File: src/rtl/prod_serializer.sv
//------------------------------------------------------------------------------
// prod_serializer
//
// Purpose
//   Buffers 16-bit products coming out of the upstream shift-add multiplier
//   and streams each one out as a short frame of bytes over a valid/ready
//   handshake. A small FIFO decouples the multiplier from a slow consumer.
//   A product that arrives while the FIFO is full is dropped, and a sticky
//   overflow flag records the drop.
//
//   Frame format (LSB_FIRST = 1): low byte, then high byte.
//   Frame format (LSB_FIRST = 0): high byte, then low byte.
//   With PROD_SER_CHECKSUM_EN defined, each frame gains a third byte
//   carrying (high byte ^ low byte). out_last then marks that third byte.
//
// Optional feature macro
//   PROD_SER_CHECKSUM_EN : adds the BEAT2 checksum byte to every frame.
//
// Parameters
//   FIFO_DEPTH : product buffer entries (power of two, 2..8)
//   LSB_FIRST  : 1 = low byte first, 0 = high byte first
//
// Ports
//   clk        in   1   single clock, rising-edge
//   reset      in   1   asynchronous, active-low reset
//   prod_in    in  16   unsigned product
//   prod_valid in   1   prod_in holds a finished product this cycle
//   in_ready   out  1   buffer can accept a product this cycle (!full)
//   out_byte   out  8   current serial byte
//   out_valid  out  1   out_byte is valid
//   out_ready  in   1   consumer accepts out_byte
//   out_last   out  1   current beat is the final beat of the frame
//   overflow   out  1   sticky: a product was dropped (cleared by reset only)
//   busy       out  1   FIFO non-empty or a frame is in progress
//------------------------------------------------------------------------------
module prod_serializer #(
    parameter int FIFO_DEPTH = 2,
    parameter bit LSB_FIRST  = 1'b1
) (
    input  logic        clk,
    input  logic        reset,
    input  logic [15:0] prod_in,
    input  logic        prod_valid,
    output logic        in_ready,
    output logic [7:0]  out_byte,
    output logic        out_valid,
    input  logic        out_ready,
    output logic        out_last,
    output logic        overflow,
    output logic        busy
);

    localparam int PTR_W = (FIFO_DEPTH > 1) ? $clog2(FIFO_DEPTH) : 1;
    localparam int CNT_W = $clog2(FIFO_DEPTH + 1);

`ifdef PROD_SER_CHECKSUM_EN
    typedef enum logic [1:0] {IDLE, BEAT0, BEAT1, BEAT2} state_t;
`else
    typedef enum logic [1:0] {IDLE, BEAT0, BEAT1} state_t;
`endif

    state_t            state;
    logic [15:0]       frame;
    logic [15:0]       fifo_mem [FIFO_DEPTH];
    logic [PTR_W-1:0]  wr_ptr;
    logic [PTR_W-1:0]  rd_ptr;
    logic [CNT_W-1:0]  count;
    logic              fifo_full;
    logic              fifo_empty;
    logic              push;
    logic              pop;
    logic              beat_done;
    logic              final_beat;
    logic [15:0]       head;

    // Byte that opens a frame, chosen by the configured byte order.
    function automatic logic [7:0] first_byte(input logic [15:0] p);
        return LSB_FIRST ? p[7:0] : p[15:8];
    endfunction

    // Byte that follows the opening byte.
    function automatic logic [7:0] second_byte(input logic [15:0] p);
        return LSB_FIRST ? p[15:8] : p[7:0];
    endfunction

    // Wrap a pointer modulo FIFO_DEPTH.
    function automatic logic [PTR_W-1:0] ptr_inc(input logic [PTR_W-1:0] p);
        return (p == PTR_W'(FIFO_DEPTH - 1)) ? '0 : p + PTR_W'(1);
    endfunction

    // Status flags come straight from the registered count, so in_ready never
    // depends on out_ready: a pop this cycle does not open a slot for a push
    // in the same cycle.
    assign fifo_full  = (count == CNT_W'(FIFO_DEPTH));
    assign fifo_empty = (count == '0);
    assign in_ready   = !fifo_full;
    assign busy       = !fifo_empty || (state != IDLE);

    assign head       = fifo_mem[rd_ptr];
    assign push       = prod_valid && !fifo_full;
    assign beat_done  = out_valid && out_ready;

`ifdef PROD_SER_CHECKSUM_EN
    assign final_beat = (state == BEAT2);
`else
    assign final_beat = (state == BEAT1);
`endif

    // A new frame is loaded either from idle, or on the very edge the last
    // beat of the current frame is accepted, which keeps back-to-back frames
    // free of idle bubbles.
    assign pop = !fifo_empty && ((state == IDLE) || (beat_done && final_beat));

    // Storage array. It carries no reset: entries are only ever read after
    // being written, because the count guards every pop.
    always_ff @(posedge clk) begin
        if (push) begin
            fifo_mem[wr_ptr] <= prod_in;
        end
    end

    // Pointer and occupancy bookkeeping. Push and pop on the same edge leave
    // the count unchanged while both pointers advance.
    always_ff @(posedge clk or negedge reset) begin
        if (!reset) begin
            wr_ptr <= '0;
            rd_ptr <= '0;
            count  <= '0;
        end else begin
            if (push) begin
                wr_ptr <= ptr_inc(wr_ptr);
            end
            if (pop) begin
                rd_ptr <= ptr_inc(rd_ptr);
            end
            case ({push, pop})
                2'b10:   count <= count + CNT_W'(1);
                2'b01:   count <= count - CNT_W'(1);
                default: count <= count;
            endcase
        end
    end

    // Sticky drop flag: any product offered while the buffer is full is lost.
    // Only reset clears the flag.
    always_ff @(posedge clk or negedge reset) begin
        if (!reset) begin
            overflow <= 1'b0;
        end else if (prod_valid && fifo_full) begin
            overflow <= 1'b1;
        end
    end

    // Beat sequencer. All outputs are registered here, so out_byte and
    // out_last cannot change while a beat is stalled: each state holds its
    // outputs until beat_done. When a frame is loaded, the first byte is
    // taken from the FIFO head directly because the frame register is only
    // updated on that same edge.
    always_ff @(posedge clk or negedge reset) begin
        if (!reset) begin
            state     <= IDLE;
            frame     <= '0;
            out_byte  <= '0;
            out_valid <= 1'b0;
            out_last  <= 1'b0;
        end else begin
            case (state)
                IDLE: begin
                    if (pop) begin
                        frame     <= head;
                        out_byte  <= first_byte(head);
                        out_valid <= 1'b1;
                        out_last  <= 1'b0;
                        state     <= BEAT0;
                    end
                end

                BEAT0: begin
                    if (beat_done) begin
                        out_byte <= second_byte(frame);
`ifdef PROD_SER_CHECKSUM_EN
                        out_last <= 1'b0;
`else
                        out_last <= 1'b1;
`endif
                        state    <= BEAT1;
                    end
                end

`ifdef PROD_SER_CHECKSUM_EN
                BEAT1: begin
                    if (beat_done) begin
                        out_byte <= frame[15:8] ^ frame[7:0];
                        out_last <= 1'b1;
                        state    <= BEAT2;
                    end
                end

                BEAT2: begin
                    if (beat_done) begin
                        if (pop) begin
                            frame     <= head;
                            out_byte  <= first_byte(head);
                            out_valid <= 1'b1;
                            out_last  <= 1'b0;
                            state     <= BEAT0;
                        end else begin
                            out_byte  <= '0;
                            out_valid <= 1'b0;
                            out_last  <= 1'b0;
                            state     <= IDLE;
                        end
                    end
                end
`else
                BEAT1: begin
                    if (beat_done) begin
                        if (pop) begin
                            frame     <= head;
                            out_byte  <= first_byte(head);
                            out_valid <= 1'b1;
                            out_last  <= 1'b0;
                            state     <= BEAT0;
                        end else begin
                            out_byte  <= '0;
                            out_valid <= 1'b0;
                            out_last  <= 1'b0;
                            state     <= IDLE;
                        end
                    end
                end
`endif

                default: begin
                    out_byte  <= '0;
                    out_valid <= 1'b0;
                    out_last  <= 1'b0;
                    state     <= IDLE;
                end
            endcase
        end
    end

endmodule

File: config.mk
export PLATFORM = sky130hd
export DESIGN_NAME = prod_serializer
export DESIGN_NICKNAME = d
export VERILOG_FILES = /design/src/rtl/prod_serializer.sv
export SDC_FILE = /design/constraint.sdc
export NUM_CORES = 1
export LEC_CHECK = 0
export ABC_CLOCK_PERIOD_IN_PS = 5400
export CAP_MARGIN = 40
export CORE_AREA = 2 2 67 69
export DETAILED_ROUTE_END_ITERATION = 8
export DIE_AREA = 0 0 69 71
export PLACE_DENSITY = 0.8
export SETUP_SLACK_MARGIN = 0.4
export SYNTH_ARGS = -nofsm -noshare
export SYNTH_HDL_FRONTEND = slang
export SYNTH_SLANG_ARGS = --single-unit
export TNS_END_PERCENT = 10
File: constraint.sdc
create_clock -name clk -period 5.4 [get_ports clk]
set_input_delay 1.08 -clock clk [delete_from_list [all_inputs] [get_ports clk]]
set_output_delay 1.08 -clock clk [all_outputs]
set_load 0.01 [all_outputs]
==> summary.txt, run 1 <==
Power and ir drop
  – Pwr/cell area: 600 mW/mm2
  – Sequential Power Share: 42.2%
  – Sw Pwr: 540 uW
  – Switching Fraction: between 30 and 40%
  – Maximum VDD drop: 382 uV
  – P_leak: 1.14 nW
  – Int Power: 1.19 mW
  – Combinational power share: 33.6%
  – Power share of the clock group: ~24%

Clock tree
  – Clock latency on the worst-skew pair: 0.33 ns
  – Clk sink count: 57
  – Clock Tree Buf Depth: 2
  – Clk Tree Root Cell: clkbuf_8
  – TritonCTS Buffers: 9
  – Post-CTS setup buffer count: 0
  – Clock transition at the registers of the reported paths: 0.06 ns
  – Post_cts resized: 0
  – H-tree depth: 3
  – CTS tree: yes
  – Hold Buf Count CTS: 0

Detailed routing
  – Vias post-DR: 1291
  – Final WL: 3.87 mm
  – Drt drc: 0
  – DRT antenna net count: 0
  – Initial DRT Pass Iterations: 4
  – Violation count after the first detailed-route iteration: 64
  – Routed WL per cell: 16.3 um
  – Vias per Instance: 5.42

Setup path
  – Req. time, crit path: 5.65 ns
  – CP Capture Type: register
  – Crit-path max cell delay: 0.51 ns
  – CP max stage cell: a211o_1
  – Buf+Inv Stages, Crit Path: 2
  – Type of the worst setup path: primary input to register
  – Critical Path Fanout Max: 11
  – WP data arrival: 3.25 ns
  – Startpoint class of the critical path: primary input
  – Critical Path, Cell by Cell: clkdlybuf4s50_1, nand2_1, a211o_1, clkinv_2, ha_1, nor2_1, xor2_1
  – CP top delay family: buffers and inverters

Global routing
  – Vias in the first global route: 1355
  – Tot GR Track Use: 17.8%
  – GRT Residual Overflow: 0
  – Antenna violations before repair: 0
  – First-pass GRT wire length: 6.42 mm
  – Largest net degree at the start of global routing: 19

Floorplan
  – Initial Util: between 50% and 60%
  – Die height: 71 um
  – Die Area: 0.00490 mm2
  – Rows: 24
  – Die Wd: 69 um
  – Top Ports: 33
  – Core area: 0.00420 mm2

Finish
  – Antenna diode count: 0
  – Reg area: roughly 0.0016 mm2
  – Utilization after layout: 68.7%
  – FILL cells: 288
  – Most frequent cells in the layout: edfxtp_1, clkdlybuf4s50_1, dfrtp_1, mux2_2, clkbuf_8
  – Nets@finish: just over 200
  – Multi-input logic area: 616 um2
  – Share of layout cells above drive strength 1: 23.7%
  – P&R area growth vs syn: 27.2%

Timing
  – Setup ws final: roughly 2.4 ns
  – Final Skew: 0.00818 ns
  – Achievable frequency: 333 MHz
  – Setup violators final: 0
  – Fin. max-slew vios: 0
  – Unrepaired setup endpoints after global routing: no
  – Final setup TNS: 0 ns
  – Fin. Hold Viols: 0
  – Least-Margin Pin Slew: 0.835 ns
  – Period Utilization, post-route: roughly 56%
  – Period minus WS final: 3.00 ns
  – Slew headroom: approximately 44%

Synthesis
  – Synth top area cells: edfxtp_1, dfrtp_1, mux2_2
  – Net Count, Synth: 161
  – Post-Syn Area: between 0.002 and 0.0025 mm2
  – Yosys reg bits: 57
  – Post-Synthesis Cells: 140
  – Share of the synthesized area in the top cell type: 42.3%
  – Synth Warn #: 0
  – Register area share after synthesis: 69.9%
  – Syn avg cell area: 16.2 um2
  – Largest area contributor in the netlist: edfxtp_1
  – Netlist cell types: 28

Placed design
  – Place WS: between 2 and 2.5 ns
  – Buffers on Ports: 32
  – GP Congestion: 0.748
  – DP HPWL: 2.60 mm

Status
  – Outcome: finished, final reports clean

Worst hold path
  – Worst min path class: register to register

Job
  – Max-cap violations: 0
-- through the flow --
step	hold slack (ns)	total power [mW]	cell area, um2	cells
global route	0.521	1.83	2890	238
global placement	0.461	1.29	2640	221
detailed placement	0.461	1.33	2670	222
finish	0.482	1.73	2890	238
floorplan	0.454	1.13	2270	140
CTS	0.486	1.75	2890	238
-- synth_stat cells --
master and n:
nand2_1 11, a21oi_1 1, mux2_2 16, nand2b_1 1, xnor2_1 4, a21o_1 1
nor2b_1 1, edfxtp_1 32, mux2i_1 8, o21bai_1 2, buf_2 2, a211o_1 1
clkbuf_1 1, dfrtp_1 25, and4b_1 1, o22ai_1 1, nand3b_1 1, o221ai_2 8
and3_1 1, nor2_1 3, clkinv_2 1, o22a_1 1, a21boi_4 1, or4_4 1
buf_4 1, inv_1 11, xor2_1 2, ha_1 1
-- metal layers --
metal  routed length, um  vias to the layer above  GRT usage [%]
li1                    -                      596              -
met1                1530                      647           18.8
met2                2080                       37           32.1
met3                 170                       11           4.42
met4                  98                        0           10.5
met5                   0                        -              0
-- registers in the layout (all words and copies together), names as in the netlist, 2 cells and up --
name / cells
count: 2
fifo_mem: 32
frame: 8
out_byte: 8
state: 2
-- logic make-up (layout without fill, tap and decap cells) --
logic type	count (synthesis)	count (layout)	synth area share, %
AOI/OAI and AO/OA	16	16	8.38
xor gates and xnor gates	6	6	2.32
adders and majority gates	1	1	0.551
buffers and inverters	16	62	2.98
DFF	57	57	69.9
muxes	24	24	11.5
and+or+nand+nor	20	20	4.41
-- final timing paths --
check / startpoint / endpoint / slack (ns) / cells after the start
max: out_ready / count[1]$_DFFE_PN0P_ / 2.40 / 7
min: overflow$_DFFE_PN0P_ / overflow$_DFFE_PN0P_ / 0.48 / 1
max reg2reg: out_valid$_DFFE_PN0P_ / count[1]$_DFFE_PN0P_ / 3.17 / 6
min reg2reg: overflow$_DFFE_PN0P_ / overflow$_DFFE_PN0P_ / 0.48 / 1
max in group asynchronous: reset / out_byte[7]$_DFFE_PN0P_ / 3.85 / 2
min in group asynchronous: reset / out_valid$_DFFE_PN0P_ / 1.08 / 1
-- final cells by class --
| class | count | area share [%] |
|---|---|---|
| inverter | 12 | 1.60 |
| tap | 52 | 2.25 |
| multi-input combinational | 67 | 21.3 |
| timing repair buffer | 34 | 12.3 |
| clock inverter | 2 | 1.21 |
| clock buffer | 14 | 6.33 |
| sequential | 57 | 55.0 |
-- power groups by stage --
| stage | clock network, mW | logic (mW) | registers, mW |
|---|---|---|---|
| 6_report | 0.418 | 0.583 | 0.731 |
| 5_1_grt | 0.441 | 0.636 | 0.749 |
| 4_1_cts | 0.425 | 0.594 | 0.732 |
| 3_5_place_dp | 0 | 0.589 | 0.739 |
| 3_3_place_gp | 0 | 0.561 | 0.726 |
| 2_1_floorplan | 0 | 0.427 | 0.703 |
(Power assumes the default switching activity.)
==> inputs of run 2 (changes only) <==
--- a/config.mk
+++ b/config.mk
@@ -5,12 +5,12 @@
 export SDC_FILE = /design/constraint.sdc
 export NUM_CORES = 1
 export LEC_CHECK = 0
-export ABC_CLOCK_PERIOD_IN_PS = 5400
+export ABC_CLOCK_PERIOD_IN_PS = 3100
 export CAP_MARGIN = 40
-export CORE_AREA = 2 2 67 69
+export CORE_AREA = 2 2 69 71
 export DETAILED_ROUTE_END_ITERATION = 8
-export DIE_AREA = 0 0 69 71
-export PLACE_DENSITY = 0.8
+export DIE_AREA = 0 0 71 73
+export PLACE_DENSITY = 0.76
 export SETUP_SLACK_MARGIN = 0.4
 export SYNTH_ARGS = -nofsm -noshare
 export SYNTH_HDL_FRONTEND = slang
==> constraint.sdc (replaced) <==
create_clock -name clk -period 3.1 [get_ports clk]
set_input_delay 0.62 -clock clk [delete_from_list [all_inputs] [get_ports clk]]
set_output_delay 0.62 -clock clk [all_outputs]
set_load 0.01 [all_outputs]
==> summary.txt, run 2 (synthesized netlist as in run 1, its figures left out) <==
Floorplan
  – Top Ports: 33 (unchanged)
  – Die Area: 0.00518 mm2 (+5.8%)
  – Core area: 0.00454 mm2 (+7.9%)
  – Die Wd: 71 um (+2.9%)
  – Initial Util: 50.0% (-3.9 points)
  – Die height: 73 um (+2.8%)
  – Rows: 25 (+4.2%)

Timing
  – Worst hold margin: 0.481 ns (-0.00133 ns)
  – Slew headroom: 44.4% (+0.057 points)
  – Final Skew: 0.00636 ns (-0.00182 ns)
  – Setup violators final: 0 (unchanged)
  – Fin. max-slew vios: 0 (unchanged)
  – Achievable frequency: ~410 MHz
  – Final setup TNS: 0 ns (unchanged)
  – Unrepaired setup endpoints after global routing: no
  – Period Utilization, post-route: 78.3%
  – Least-Margin Pin Slew: 0.834 ns (-0.000857 ns)
  – Fin. Hold Viols: 0 (unchanged)
  – Period minus WS final: 2.43 ns

Setup path
  – WP data arrival: 1.81 ns (-1.44 ns)
  – Req. time, crit path: 2.48 ns (-3.17 ns)
  – Worst reg2reg startpoint: out_valid$_DFFE_PN0P_
  – Reg2reg end: count[1]$_DFFE_PN0P_
  – Termination of the worst setup path: busy
  – Reg-to-reg setup timing slack: 1.33 ns (-1.84 ns)
  – Type of the worst setup path: register to output port
  – CP Capture Type: output port
  – R2R cell count: 6 (unchanged)
  – Startpoint class of the critical path: register
  – Critical Path Source: count[0]$_DFFE_PN0P_
  – Critical Path Fanout Max: 5 (-6)

Finish
  – Biggest regs: fifo_mem (32), frame (8), out_byte (8)
  – P&R area growth vs syn: 25.0%
  – Non-filler cells, final: 241 (+1.3%)
  – Most frequent cells in the layout: edfxtp_1, clkdlybuf4s50_1, dfrtp_1, mux2_2
  – Nets@finish: 203 (+0.50%)
  – Max reg flops: 32 (unchanged)
  – Share of layout cells above drive strength 1: 21.9% (-1.7 points)
  – Most flops, register: fifo_mem
  – Antenna diode count: 0 (unchanged)

Global routing
  – First-pass GRT wire length: 6.36 mm (-0.87%)
  – Largest net degree at the start of global routing: 26 (+7)
  – Vias in the first global route: 1344 (-0.81%)
  – Antenna violations before repair: 0 (unchanged)
  – Tot GR Track Use: 17.0% (-0.80 points)
  – GRT Residual Overflow: 0 (unchanged)

Worst hold path
  – Worst min path class: register to register
  – Launch point of the worst hold path: frame[9]$_DFFE_PN0P_

Detailed routing
  – Initial DRT Pass Iterations: 4 (unchanged)
  – Final WL: 3.86 mm (-0.36%)
  – Violation count after the first detailed-route iteration: 61 (-4.7%)
  – DRT antenna net count: 0 (unchanged)
  – Vias post-DR: 1248 (-3.3%)
  – Routed WL per cell: 16.0 um (-1.6%)
  – Vias per Instance: 5.18 (-4.5%)
  – Drt drc: 0 (unchanged)

Clock tree
  – Clk sink count: 57 (unchanged)
  – CTS tree: yes
  – Clock latency on the worst-skew pair: 0.32 ns (about the same)
  – Clock transition at the registers of the reported paths: 0.06 ns (about the same)
  – Post-CTS setup buffer count: 0 (unchanged)
  – Clk Tree Root Cell: clkbuf_8
  – Post_cts resized: 0 (unchanged)
  – TritonCTS Buffers: 9 (unchanged)
  – Hold Buf Count CTS: 0 (unchanged)
  – H-tree depth: 3 (unchanged)
  – Clock Tree Buf Depth: 2 (unchanged)

Placed design
  – Buffers on Ports: 32 (unchanged)
  – GP Congestion: 0.792 (+6.0%)
  – DP HPWL: 2.60 mm (+0.30%)
  – Placed insts: 225 (+1.4%)

Power and ir drop
  – P_leak: 1.11 nW (-2.3%)
  – Pwr/cell area: 1030 mW/mm2 (+71%)
  – Maximum VDD drop: 427 uV (+12%)

Job
  – Max-cap violations: 0 (unchanged)

Status
  – Outcome: finished, final reports clean
run 2: cell types whose count changed in the layout (fill, tap and decap cells not counted):
| cell | delta |
|---|---|
| buf_16 | -1 |
| buf_4 | +2 |
| clkbuf_1 | +1 |
| clkbuf_8 | -4 |
| clkinv_1 | +3 |
run 2: critical path, cell delays in order, from the launching register on:
cell	delay (ns)
dfrtp_1	0.45
or4_4	0.55
clkdlybuf4s50_1	0.49
run 2: layout make-up:
class / count / area [um2]
fill: 331 / 1700
sequential: 57 / 1590
multi-input combinational: 67 / 616
timing repair buffer: 35 / 343
clock buffer: 11 / 131
tap: 54 / 67.6
clock inverter: 5 / 46.3
inverter: 12 / 46.3
run 2: per-layer routing:
metal	global-route usage (%)	part of all wire (%)	vias to the layer above
li1	-	-	594
met1	18.5	40	612
met2	29.7	54	30
met3	5.80	4.2	12
met4	8.18	2.0	0
met5	0	0	-
run 2: power breakdown:
| group | total, mW | switching (mW) | internal, mW |
|---|---|---|---|
| Clock | 0.625 | 0.263 | 0.362 |
| Sequential | 1.26 | 0.184 | 1.08 |
| Combinational | 1.03 | 0.480 | 0.547 |
run 2: worst min path at each step:
stage	cells past startpoint	slack (ns)	endpoint
floorplan	0	0.32	count[0]$_DFFE_PN0P_
global placement	1	0.46	overflow$_DFFE_PN0P_
detailed placement	2	0.47	out_byte[1]$_DFFE_PN0P_
CTS	1	0.49	overflow$_DFFE_PN0P_
global route	1	0.50	overflow$_DFFE_PN0P_
finish	2	0.48	out_byte[1]$_DFFE_PN0P_
run 2: metrics by stage:
stage                     area [um2]  utilization [%]  total power, mW  setup WS [ns]
final                           2840             62.5             2.92          0.672
after global routing            2840             62.5             3.10          0.632
after CTS                       2840             62.5             2.96          0.660
after detailed placement        2660             58.6             2.33          0.585
after global placement          2660             58.6             2.26          0.753
after floorplan                 2270                -             1.97           1.26
==> inputs of run 3 (changes only) <==
--- a/config.mk
+++ b/config.mk
@@ -5,7 +5,7 @@
 export SDC_FILE = /design/constraint.sdc
 export NUM_CORES = 1
 export LEC_CHECK = 0
-export ABC_CLOCK_PERIOD_IN_PS = 3100
+export ABC_CLOCK_PERIOD_IN_PS = 2400
 export CAP_MARGIN = 40
 export CORE_AREA = 2 2 69 71
 export DETAILED_ROUTE_END_ITERATION = 8
==> constraint.sdc (replaced) <==
create_clock -name clk -period 2.4 [get_ports clk]
set_input_delay 0.48 -clock clk [delete_from_list [all_inputs] [get_ports clk]]
set_output_delay 0.48 -clock clk [all_outputs]
set_load 0.01 [all_outputs]
==> summary.txt, run 3 (synthesized netlist as in run 1, its figures left out) <==
Finish
  – Most frequent cells in the layout: edfxtp_1, clkdlybuf4s50_1, dfrtp_1, mux2_2, inv_1
  – Nets@finish: 206 (+1.5%)
  – Biggest regs: fifo_mem (32), frame (8), out_byte (8)
  – Non-filler cells, final: 244 (+1.2%)
  – Most flops, register: fifo_mem
  – P&R area growth vs syn: 25.5%
  – Share of layout cells above drive strength 1: 24.7% (+2.8 points)
  – Max reg flops: 32 (unchanged)
  – Antenna diode count: 0 (unchanged)
  – Most common cell after layout, fill and taps aside: edfxtp_1

Worst hold path
  – Worst min path class: register to register

Placed design
  – Buffers on Ports: 32 (unchanged)
  – Placed insts: 226 (+0.44%)
  – DP HPWL: 2.64 mm (+1.5%)
  – GP Congestion: 0.793 (about the same)

Setup path
  – CP Capture Type: output port
  – Buf+Inv Stages, Crit Path: 1 (unchanged)
  – Critical Path, Cell by Cell: nand2b_1, clkdlybuf4s50_1
  – Crit-path max cell delay: 0.56 ns (about the same)
  – Startpoint class of the critical path: register
  – Critical Path Fanout Max: 4 (-1)
  – WP data arrival: 1.46 ns (-0.35 ns)
  – Type of the worst setup path: register to output port
  – CP top delay family: buffers and inverters
  – CP max stage cell: clkdlybuf4s50_1
  – Req. time, crit path: 1.92 ns (-0.56 ns)

Floorplan
  – Rows: 25 (unchanged)
  – Die Area: 0.00518 mm2 (unchanged)
  – Initial Util: 50.0% (unchanged)
  – Die height: 73 um (unchanged)
  – Core area: 0.00454 mm2 (unchanged)
  – Die Wd: 71 um (unchanged)
  – Top Ports: 33 (unchanged)

Timing
  – Achievable frequency: around 520 MHz
  – Least-Margin Pin Slew: 0.881 ns (+0.0473 ns)
  – Unrepaired setup endpoints after global routing: yes
  – Slew headroom: 41.3% (-3.2 points)
  – Worst hold margin: 0.488 ns (+0.00691 ns)
  – Period Utilization, post-route: 80.6%
  – Fin. Hold Viols: 0 (unchanged)
  – Period minus WS final: 1.94 ns
  – Setup violators final: 0 (unchanged)
  – Final setup TNS: 0 ns (unchanged)
  – Final Skew: 0.00524 ns (-0.00112 ns)
  – Fin. max-slew vios: 0 (unchanged)

Clock tree
  – H-tree depth: 3 (unchanged)
  – CTS tree: yes
  – Clock Tree Buf Depth: 2 (unchanged)
  – Clock latency on the worst-skew pair: 0.32 ns (about the same)
  – Clock transition at the registers of the reported paths: 0.06 ns (about the same)
  – Clk sink count: 57 (unchanged)
  – TritonCTS Buffers: 9 (unchanged)
  – Hold Buf Count CTS: 0 (unchanged)
  – Clk Tree Root Cell: clkbuf_8

Detailed routing
  – Vias per Instance: 5.25 (+1.3%)
  – Routed WL per cell: 16.3 um (+1.6%)
  – Drt drc: 0 (unchanged)
  – Vias post-DR: 1280 (+2.6%)
  – Violation count after the first detailed-route iteration: 70 (+15%)
  – Initial DRT Pass Iterations: 4 (unchanged)
  – Final WL: 3.97 mm (+2.9%)
  – DRT antenna net count: 0 (unchanged)

Global routing
  – First-pass GRT wire length: 6.59 mm (+3.6%)
  – Tot GR Track Use: 17.8% (+0.82 points)
  – Antenna violations before repair: 0 (unchanged)
  – GRT Residual Overflow: 0 (unchanged)
  – Largest net degree at the start of global routing: 26 (unchanged)
  – Vias in the first global route: 1366 (+1.6%)

Status
  – Outcome: finished, final reports clean

Power and ir drop
  – P_leak: 1.12 nW (+0.81%)
  – Pwr/cell area: 1320 mW/mm2 (+28%)
  – Post-route total power: 3.75 mW (+29%)
  – Maximum VDD drop: 516 uV (+21%)

Job
  – Max-cap violations: 0 (unchanged)
## run 3: metrics by stage
stage	util, %	setup WS, ns	cell area (um2)
after global placement	58.8	0.197	2670
after CTS	62.6	0.392	2840
after detailed placement	58.8	0.0552	2670
final	62.8	0.465	2850
after floorplan	-	0.559	2270
after global routing	62.8	0.390	2850
## run 3: what timing repair did
action | CTS | global route
resized for setup | 6 | 4
pin swaps | 0 | 0
setup endpoints to repair | 3 | 2
setup buffers | 2 | 0
## run 3: report_power, final
group | internal [mW] | switching, mW | total [mW]
registers | 1.40 | 0.238 | 1.64
clock network | 0.406 | 0.328 | 0.733
logic | 0.732 | 0.648 | 1.38
## run 3: cell type report
cell class	instances	area [um2]
Inverter	12	50.0
Clock buffer	16	160
Tap cell	54	67.6
Sequential cell	57	1590
Fill cell	332	1690
Timing Repair Buffer	38	363
Multi-Input combinational cell	67	618
## run 3: worst reg2reg max path: stages, from the launching register on
cell	delay, ns
dfrtp_2	0.41
buf_4	0.16
nor2_1	0.15
a211o_1	0.20
clkinv_4	0.12
ha_1	0.22
xnor2_1	0.14
nor2_1	0.12
xor2_1	0.19
## run 3: final timing paths
kind | start | end | slack, ns | cells after the start
setup / recovery | count[1]$_DFFE_PN0P_ | in_ready | 0.46 | 2
max in group asynchronous | reset | count[0]$_DFFE_PN0P_ | 1.61 | 2
setup reg to reg | count[0]$_DFFE_PN0P_ | count[1]$_DFFE_PN0P_ | 0.61 | 8
hold reg to reg | frame[9]$_DFFE_PN0P_ | out_byte[1]$_DFFE_PN0P_ | 0.49 | 2
hold / removal | frame[9]$_DFFE_PN0P_ | out_byte[1]$_DFFE_PN0P_ | 0.49 | 2
min in group asynchronous | reset | out_valid$_DFFE_PN0P_ | 0.52 | 2
## run 3: routing by layer
layer	global-route usage (%)	share of wire [%]
met1	19.9	39
met2	29.5	54
met3	7.60	4.5
met4	8.39	2.4
met5	0	0
